--- src/rtl/div_sequencer.sv ---
// Valid/ready front-end for the shift-subtract divider: buffers operand pairs in a
// small FIFO, sequences the divider START/READY handshake and answers divide-by-zero locally.
module div_sequencer #(
  parameter int WIDTH = 8,
  parameter int DEPTH = 2
) (
  input  logic             clk,
  input  logic             rst,
  input  logic             req_valid,
  output logic             req_ready,
  input  logic [WIDTH-1:0] req_dividend,
  input  logic [WIDTH-1:0] req_divisor,
  output logic             div_start,
  input  logic             div_ready,
  output logic [WIDTH-1:0] div_dividend,
  output logic [WIDTH-1:0] div_divisor,
  input  logic [WIDTH-1:0] div_quotient,
  input  logic [WIDTH-1:0] div_remainder,
  output logic             rsp_valid,
  input  logic             rsp_ready,
  output logic [WIDTH-1:0] rsp_quotient,
  output logic [WIDTH-1:0] rsp_remainder,
  output logic             rsp_divzero,
  output logic             busy
);

  localparam int AW = (DEPTH > 1) ? $clog2(DEPTH) : 1;
  localparam logic [AW:0]      CNT_ONE  = (AW+1)'(1);
  localparam logic [AW:0]      CNT_ZERO = (AW+1)'(0);
  localparam logic [AW:0]      CNT_FULL = (AW+1)'(DEPTH);
  localparam logic [AW-1:0]    PTR_ONE  = AW'(1);
  localparam logic [AW-1:0]    PTR_ZERO = AW'(0);
  localparam logic [WIDTH-1:0] ZERO_W   = {WIDTH{1'b0}};
  localparam logic [WIDTH-1:0] ONES_W   = {WIDTH{1'b1}};

  typedef enum logic [2:0] {
    S_IDLE      = 3'd0,
    S_PULSE     = 3'd1,
    S_WAIT_LOW  = 3'd2,
    S_WAIT_DONE = 3'd3,
    S_RESP      = 3'd4
  } state_t;

  state_t           state_r, state_nx_s;
  logic [WIDTH-1:0] fifo_dvd_r [DEPTH];
  logic [WIDTH-1:0] fifo_dvs_r [DEPTH];
  logic [AW-1:0]    wptr_r, rptr_r;
  logic [AW:0]      count_r, count_nx_s;
  logic             req_ready_r, busy_r, div_start_r, rsp_valid_r, rsp_divzero_r;
  logic [WIDTH-1:0] opnd_dvd_r, opnd_dvs_r, rsp_quot_r, rsp_rem_r;
  logic [WIDTH-1:0] head_dvd_s, head_dvs_s;
  logic             push_s, pop_s;

  assign push_s     = req_valid && req_ready_r;
  assign head_dvd_s = fifo_dvd_r[rptr_r];
  assign head_dvs_s = fifo_dvs_r[rptr_r];

  // Next FIFO occupancy from this cycle's push/pop pair
  always_comb begin
    count_nx_s = count_r;
    case ({push_s, pop_s})
      2'b10:   count_nx_s = count_r + CNT_ONE;
      2'b01:   count_nx_s = count_r - CNT_ONE;
      default: count_nx_s = count_r;
    endcase
  end

  // Request FIFO storage, wrapping pointers, occupancy and registered req_ready
  always_ff @(posedge clk or negedge rst) begin
    if (!rst) begin
      for (int i = 0; i < DEPTH; i++) begin
        fifo_dvd_r[i] <= ZERO_W;
        fifo_dvs_r[i] <= ZERO_W;
      end
      wptr_r      <= PTR_ZERO;
      rptr_r      <= PTR_ZERO;
      count_r     <= CNT_ZERO;
      req_ready_r <= 1'b1;
    end else begin
      if (push_s) begin
        fifo_dvd_r[wptr_r] <= req_dividend;
        fifo_dvs_r[wptr_r] <= req_divisor;
        wptr_r             <= wptr_r + PTR_ONE;
      end
      if (pop_s) begin
        rptr_r <= rptr_r + PTR_ONE;
      end
      count_r     <= count_nx_s;
      req_ready_r <= (count_nx_s < CNT_FULL);
    end
  end

  // Sequencer next state and FIFO pop decision
  always_comb begin
    state_nx_s = state_r;
    pop_s      = 1'b0;
    case (state_r)
      S_IDLE: begin
        if (count_r != CNT_ZERO) begin
          pop_s = 1'b1;
          if (head_dvs_s != ZERO_W) begin
            state_nx_s = S_PULSE;
          end else begin
            state_nx_s = S_RESP;
          end
        end else begin
          state_nx_s = S_IDLE;
        end
      end
      S_PULSE: state_nx_s = S_WAIT_LOW;
      // A low READY proves the divider has left its Idle state
      S_WAIT_LOW: begin
        if (!div_ready) begin
          state_nx_s = S_WAIT_DONE;
        end else begin
          state_nx_s = S_WAIT_LOW;
        end
      end
      S_WAIT_DONE: begin
        if (div_ready) begin
          state_nx_s = S_RESP;
        end else begin
          state_nx_s = S_WAIT_DONE;
        end
      end
      S_RESP: begin
        if (rsp_ready) begin
          state_nx_s = S_IDLE;
        end else begin
          state_nx_s = S_RESP;
        end
      end
      default: state_nx_s = S_IDLE;
    endcase
  end

  // State register, registered handshake outputs, operand and result capture
  always_ff @(posedge clk or negedge rst) begin
    if (!rst) begin
      state_r       <= S_IDLE;
      div_start_r   <= 1'b0;
      rsp_valid_r   <= 1'b0;
      busy_r        <= 1'b0;
      opnd_dvd_r    <= ZERO_W;
      opnd_dvs_r    <= ZERO_W;
      rsp_quot_r    <= ZERO_W;
      rsp_rem_r     <= ZERO_W;
      rsp_divzero_r <= 1'b0;
    end else begin
      state_r     <= state_nx_s;
      div_start_r <= (state_nx_s == S_PULSE);
      rsp_valid_r <= (state_nx_s == S_RESP);
      busy_r      <= (state_nx_s != S_IDLE) || (count_nx_s != CNT_ZERO);
      if (pop_s) begin
        opnd_dvd_r <= head_dvd_s;
        opnd_dvs_r <= head_dvs_s;
      end
      if (pop_s && (head_dvs_s == ZERO_W)) begin
        rsp_quot_r    <= ONES_W;
        rsp_rem_r     <= head_dvd_s;
        rsp_divzero_r <= 1'b1;
      end else if ((state_r == S_WAIT_DONE) && div_ready) begin
        rsp_quot_r    <= div_quotient;
        rsp_rem_r     <= div_remainder;
        rsp_divzero_r <= 1'b0;
      end
    end
  end

  assign req_ready     = req_ready_r;
  assign busy          = busy_r;
  assign div_start     = div_start_r;
  assign div_dividend  = opnd_dvd_r;
  assign div_divisor   = opnd_dvs_r;
  assign rsp_valid     = rsp_valid_r;
  assign rsp_quotient  = rsp_quot_r;
  assign rsp_remainder = rsp_rem_r;
  assign rsp_divzero   = rsp_divzero_r;

endmodule
--- config.mk ---
export PLATFORM = sky130hd
export DESIGN_NAME = div_sequencer
export DESIGN_NICKNAME = d
export VERILOG_FILES = /design/src/rtl/div_sequencer.sv
export SDC_FILE = /design/constraint.sdc
export NUM_CORES = 1
export LEC_CHECK = 0
export ABC_AREA = 1
export CORE_MARGIN = 4
export CORE_UTILIZATION = 62
export CTS_CLUSTER_DIAMETER = 30
export CTS_CLUSTER_SIZE = 25
export DETAILED_ROUTE_END_ITERATION = 8
export DONT_BUFFER_PORTS = 1
export PLACE_DENSITY = 0.76
export SETUP_SLACK_MARGIN = 0.02
export SLEW_MARGIN = 20
export SYNTH_ARGS = -nofsm -noshare
export SYNTH_HDL_FRONTEND = slang
export SYNTH_SLANG_ARGS = --single-unit
--- constraint.sdc ---
create_clock -name clk -period 2.4 [get_ports clk]
set_input_delay 0.24 -clock clk [delete_from_list [all_inputs] [get_ports clk]]
set_output_delay 0.24 -clock clk [all_outputs]
set_load 0.05 [all_outputs]
=== After elaboration in Yosys (flattened, before gate mapping) ===
Index checks and enable logic that the tools add are counted.

* Multiplexer cells: 25
* Eq/ne operators: 8
* Reduce and logical (&&, ||, !) cells: 12
* Bitwise operators: 2
* Order comparisons: 4
* $add $sub $neg: 4

{| class="wikitable"
|+ Operators with widths
! operator !! number
|-
| $mux W8 || 11
|-
| $bwmux W16 || 2
|-
| $pmux W3 S5 || 1
|-
| $mux W3 || 4
|-
| $demux W8 S1 || 1
|-
| $logic_not A8 Y1 || 1
|-
| $reduce_bool A8 Y1 || 1
|-
| $eq A3 B1 Y1 const B || 2
|-
| $eq A3 B2 Y1 const B || 2
|-
| $eq A3 B3 Y1 const B || 2
|-
| $reduce_bool A2 Y1 || 3
|-
| $mux W1 || 5
|-
| $ge A2 B2 Y1 const B || 2
|-
| $logic_and A1 B1 Y1 || 4
|-
| $not A1 Y2 || 2
|-
| $pmux W2 S2 || 1
|-
| $logic_not A3 Y1 || 1
|-
| $reduce_bool A3 Y1 || 1
|-
| $add A1 B1 Y1 const B || 2
|-
| $add A2 B1 Y2 const B || 1
|-
| $eq A2 B1 Y1 const B || 1
|-
| $eq A2 B2 Y1 const B || 1
|-
| $lt A2 B1 Y1 const B || 1
|-
| $lt A2 B2 Y1 const B || 1
|-
| other kinds (2) || 2
|}

* Logic and storage cells: 72
* Output and inout bits: 37
* Bits in registers: 76
* Bits of input ports: 37

=== Logic depth before layout (Yosys ltp) ===
* Word-level depth: 10
* Depth in mapped cells: 12
* Gate-level depth less buffers: 12

=== Least setup slack after synthesis ===
OpenSTA, ideal clock, no wires.

* Kind: flip-flop to flip-flop
* Start point: reg state_r[0]
* End point: reg busy_r (netlist: busy)
* Clock period less this slack: 1791 ps
* Data required time: 2281 ps
* Arrival time: 1672 ps
* Library setup time: 119 ps
* Path buffers: 0
* Path slack: 609 ps
* Stages on the path, launching flop included: 12
* Path through: dfrtp_1 nor2_2 nand2_1 nor2_2 ha_1 inv_1 nand3_1 xor2_1 inv_1 nand3_1 nor2_1 nand2_1

* Cells in the longest elaborated chain, start to end: 6
* Elaborated cells between the ends (all ways): 13
* Those cells by class: 6 x eq/ne; 3 x mux; 4 x reduce/logical

{| class="wikitable"
|+ RTL lines
! item !! line !! source
|-
| start: declaration || 44 || <nowiki>state_t state_r, state_nx_s;</nowiki>
|-
| start signal: assignment || 150 || <nowiki>state_r <= state_nx_s;</nowiki>
|-
| $logic_not A3 Y1 (*) || 97 || <nowiki>case (state_r)</nowiki>
|-
| $mux W1 (*) || 97 ||
|-
| named net pop_s || 52 || <nowiki>logic push_s, pop_s;</nowiki>
|-
| $eq A2 B1 Y1 or $eq A2 B2 Y1 (tied branches) || 61 || <nowiki>case ({push_s, pop_s})</nowiki>
|-
| $pmux W2 S2 (*) || 61 ||
|-
| named net count_nx_s[1] || 48 || <nowiki>logic [AW:0] count_r, count_nx_s;</nowiki>
|-
| $reduce_bool A2 Y1 (*) || 153 || <nowiki>busy_r <= (state_nx_s != S_IDLE) || (count_nx_s != CNT_ZERO);</nowiki>
|-
| $logic_or A1 B1 Y1 (*) || 153 ||
|-
| end signal: assignment || 153 ||
|-
| end: declaration || 49 || <nowiki>logic req_ready_r, busy_r, div_start_r, rsp_valid_r, rsp_divzero_r;</nowiki>
|}

Mark *: on every way through the listed nets, which the timed path passes. The rest lies on a longest branch.
A chain may end at the register's enable or synchronous reset.

=== Final worst setup path ===
* Start point: reg rptr_r
* End point: reg rsp_rem_r[2] (netlist: rsp_remainder[2])

* Cells in the longest elaborated chain, start to end: 7
* Elaborated cells between the ends (all ways): 11
* Those cells by class: 7 x mux; 1 x bitwise; 3 x reduce/logical

{| class="wikitable"
|+ RTL lines
! item !! line !! source
|-
| start: declaration || 47 || <nowiki>logic [AW-1:0] wptr_r, rptr_r;</nowiki>
|-
| start signal: assignment || 86 || <nowiki>rptr_r <= rptr_r + PTR_ONE;</nowiki>
|-
| $not A1 Y2 (implied by the code) (*) || 55, 56 ||
|-
| $mux W8 (implied by the code) (3 in a row) || 56 || <nowiki>assign head_dvs_s = fifo_dvs_r[rptr_r];</nowiki>
|-
| $logic_not A8 Y1 || 158 || <nowiki>if (pop_s && (head_dvs_s == ZERO_W)) begin</nowiki>
|-
| $logic_and A1 B1 Y1 || 158 ||
|-
| $mux W8 or $reduce_bool A2 Y1 (tied branches) || -- ||
|-
| end signal: assignment || 160 || <nowiki>rsp_rem_r <= head_dvd_s;</nowiki>
|-
| end signal: assignment || 164 || <nowiki>rsp_rem_r <= div_remainder;</nowiki>
|-
| end: declaration || 50 || <nowiki>logic [WIDTH-1:0] opnd_dvd_r, opnd_dvs_r, rsp_quot_r, rsp_rem_r;</nowiki>
|}

Mark *: on every way between the ends. The rest lies on a longest branch, timed or not. The select of a mux whose other input is x is not followed.

==> flow_summary.json <==
{
  "tightest_slew_ns": 0.5444,
  "vias": 2377,
  "combPwrFrac_pct": 26.7,
  "num_rows": 26,
  "timing.rr.start": "rptr_r",
  "drtPass1Iterations": 4,
  "period_needed_ns": 1.922,
  "final_cell_mix": "nand2_1, dfrtp_1, o21ai_0, inv_1, nor2_1",
  "cts_buffers": 9,
  "startpoint": "rptr_r",
  "drive_gt1_share_pct": 9.091,
  "wirelength_mm": 6.371,
  "utilization_pct": 69.86,
  "power_leakage_nw": 1.902,
  "yosysTopAreaCell": "dfrtp_1",
  "cts.path.max_buffers": 2,
  "crit_fanout": 19,
  "p_int_mw": 3.089,
  "postRouteAntennaNets": 0,
  "yosys-top-cells-area": "dfrtp_1, nand2_1, o21ai_0",
  "whs_ns": 0.03902,
  "power_mw": 5.882,
  "crit_path_start_kind": "flop",
  "viasPerCell": 5.224,
  "fp.dieArea_mm2": 0.006557,
  "avgSynthCellArea_um2": 8.712,
  "power_density_mw_per_mm2": 1638,
  "yosysWarnings": 0,
  "ys_ff_latch": 76,
  "hpwl_mm": 4.301,
  "drtIter0Drc": 144,
  "required_ns": 2.63,
  "final_common_cell": "nand2_1",
  "syn-num-nets": 417,
  "cts_setup_buffers": 0,
  "finalNetCount": 418,
  "cts_tree": "done",
  "setup_violations": 0,
  "hold_buffers": 2,
  "hold_viol_final": 0,
  "netlist_area_mm2": 0.003302,
  "clockRootBuffer": "clkbuf_8",
  "grt_antenna_before_repair": 0,
  "clock_skew_ns": 0.007914,
  "swShare_pct": 47.48,
  "grt_usage_pct": 21.13,
  "fp.coreArea_mm2": 0.005140,
  "cts.clk_slew.worst_paths_ns": 0.08,
  "clock-sinks": 76,
  "clock_latency_ns": 0.34,
  "hp-class": "in2reg",
  "gr-total-overflow": 0,
  "io_buffer_count": 0,
  "outcome": "complete, no violations",
  "die_h_um": 80.98,
  "worst-setup-path-type": "reg2reg",
  "seq_area_frac_synth_pct": 57.64,
  "nFillCells": 440,
  "io_pins": 74,
  "slew_violations": 0,
  "seqPwrFrac_pct": 54.4,
  "synth_cell_types": 27,
  "maxCapViolCount": 0,
  "grt_pass1_vias": 2322,
  "fin_crit_sh_pct": 80.09,
  "die-width_um": 80.98,
  "drc_errors": 0,
  "wl_per_cell_um": 14.00,
  "hold_start": "div_remainder[7]",
  "netlist_instances": 379,
  "maxSlewHeadroom_pct": 63.71,
  "synth_top_area_share_pct": 56.84,
  "antenna_cells": 0,
  "reg2reg_slack_ns": 0.48,
  "p_sw_mw": 2.793,
  "vdd_drop_max_uv": 722.8,
  "power.share.clock_pct": 18.9,
  "grt_pass1_wl_mm": 10.49,
  "ctsResizeCount": 0,
  "area_growth_pct": 8.753,
  "setup_tns_ns": 0,
  "cts_max_level": 3,
  "setup.worst_path.end_class": "flop",
  "fmax_mhz": 520.2,
  "start_util_pct": 64.24,
  "grt_start_max_net_pins": 77,
  "cp.arrival_ns": 2.15,
  "rsz0062_at_grt": "false",
  "gp_congestion": 0.7639
}
-- flip-flops by register name, indices dropped and copies added, names as in the netlist, 2 cells and up --
name and count:
fifo_dvd_r 16, fifo_dvs_r 16, div_dividend 8, div_divisor 8, state_r 3, rsp_remainder 8
rsp_quotient 8, count_r 2
-- Yosys cell counts --
master	instances
o21ai_1	5
nand3_1	11
nand3_2	1
nor2_2	2
buf_4	1
o21ai_2	1
buf_2	1
inv_2	1
o21ai_0	51
nand4_1	1
clkbuf_1	9
nor2_4	2
nand2_1	131
clkbuf_8	1
nand2_2	3
or2_2	1
clkinv_4	1
buf_6	3
dfstp_2	1
nand3_4	2
dfrtp_1	75
ha_1	1
nor2_1	16
inv_1	48
nor3_1	1
mux2i_1	7
xor2_1	2
-- final timing paths --
kind                       cells past startpoint          endpoint
setup / recovery                              10  rsp_remainder[2]
hold / removal                                 2  rsp_remainder[7]
setup reg to reg                              10  rsp_remainder[2]
hold reg to reg                                2    fifo_dvd_r[13]
max in group asynchronous                      2         req_ready
min in group asynchronous                      2  rsp_remainder[7]
-- routing by layer --
layer  vias to the layer above  wire [µm]  track usage, %
met2                        77       2943           32.35
met1                      1122       2900           28.42
met5                         -          0               0
met4                         0        123           11.15
met3                        12        403           4.545
li1                       1166          -               -
-- cells by family (layout without fill, tap and decap cells) --
kind of cell / Yosys count / after routing / share of synthesized area [%]
mux: 7 / 7 / 2.122
flops: 76 / 76 / 57.64
compound gates: 57 / 57 / 8.753
xor+xnor: 2 / 2 / 0.5306
simple gates: 171 / 171 / 21.90
fa+ha+maj: 1 / 1 / 0.3789
buf+inv: 65 / 71 / 8.677
-- power groups by stage --
stage	Clock [mW]	Combinational, mW	Sequential, mW
after floorplan	0	1.33	3.09
after global placement	0	1.48	3.21
after detailed placement	0	1.54	3.23
after CTS	1.13	1.59	3.20
after global routing	1.17	1.84	3.28
final	1.11	1.57	3.20
-- critical path: stages (launching register included) --
cell      delay [ns]
dfrtp_1         0.55
inv_1           0.24
nand2_1         0.09
nand2_1         0.10
nand2_1         0.10
nor2_4          0.15
nand3_4         0.24
clkinv_4        0.15
nand2_1         0.07
nand2_1         0.07
nand2_1         0.05
-- cell type report --
type / count / area (µm²) / share of cell area [%]
multi-input cells: 238 / 1112 / 30.98
clock inverters: 4 / 70.07 / 1.951
clock buffers: 12 / 165.2 / 4.599
flip-flops and latches: 76 / 1903 / 53.00
well taps: 70 / 87.58 / 2.439
repair buffers: 5 / 60.06 / 1.672
inverters: 50 / 192.7 / 5.366
-- per-stage QoR --
step | worst slack [ns] | std cells | instance area, µm²
after floorplan | 0.6094 | 379 | 3302
after global placement | 0.5325 | 437 | 3318
after detailed placement | 0.4982 | 437 | 3318
after CTS | 0.4686 | 455 | 3591
after global routing | 0.2899 | 455 | 3591
final | 0.4778 | 455 | 3591
Power figures use the tool's default switching activity.
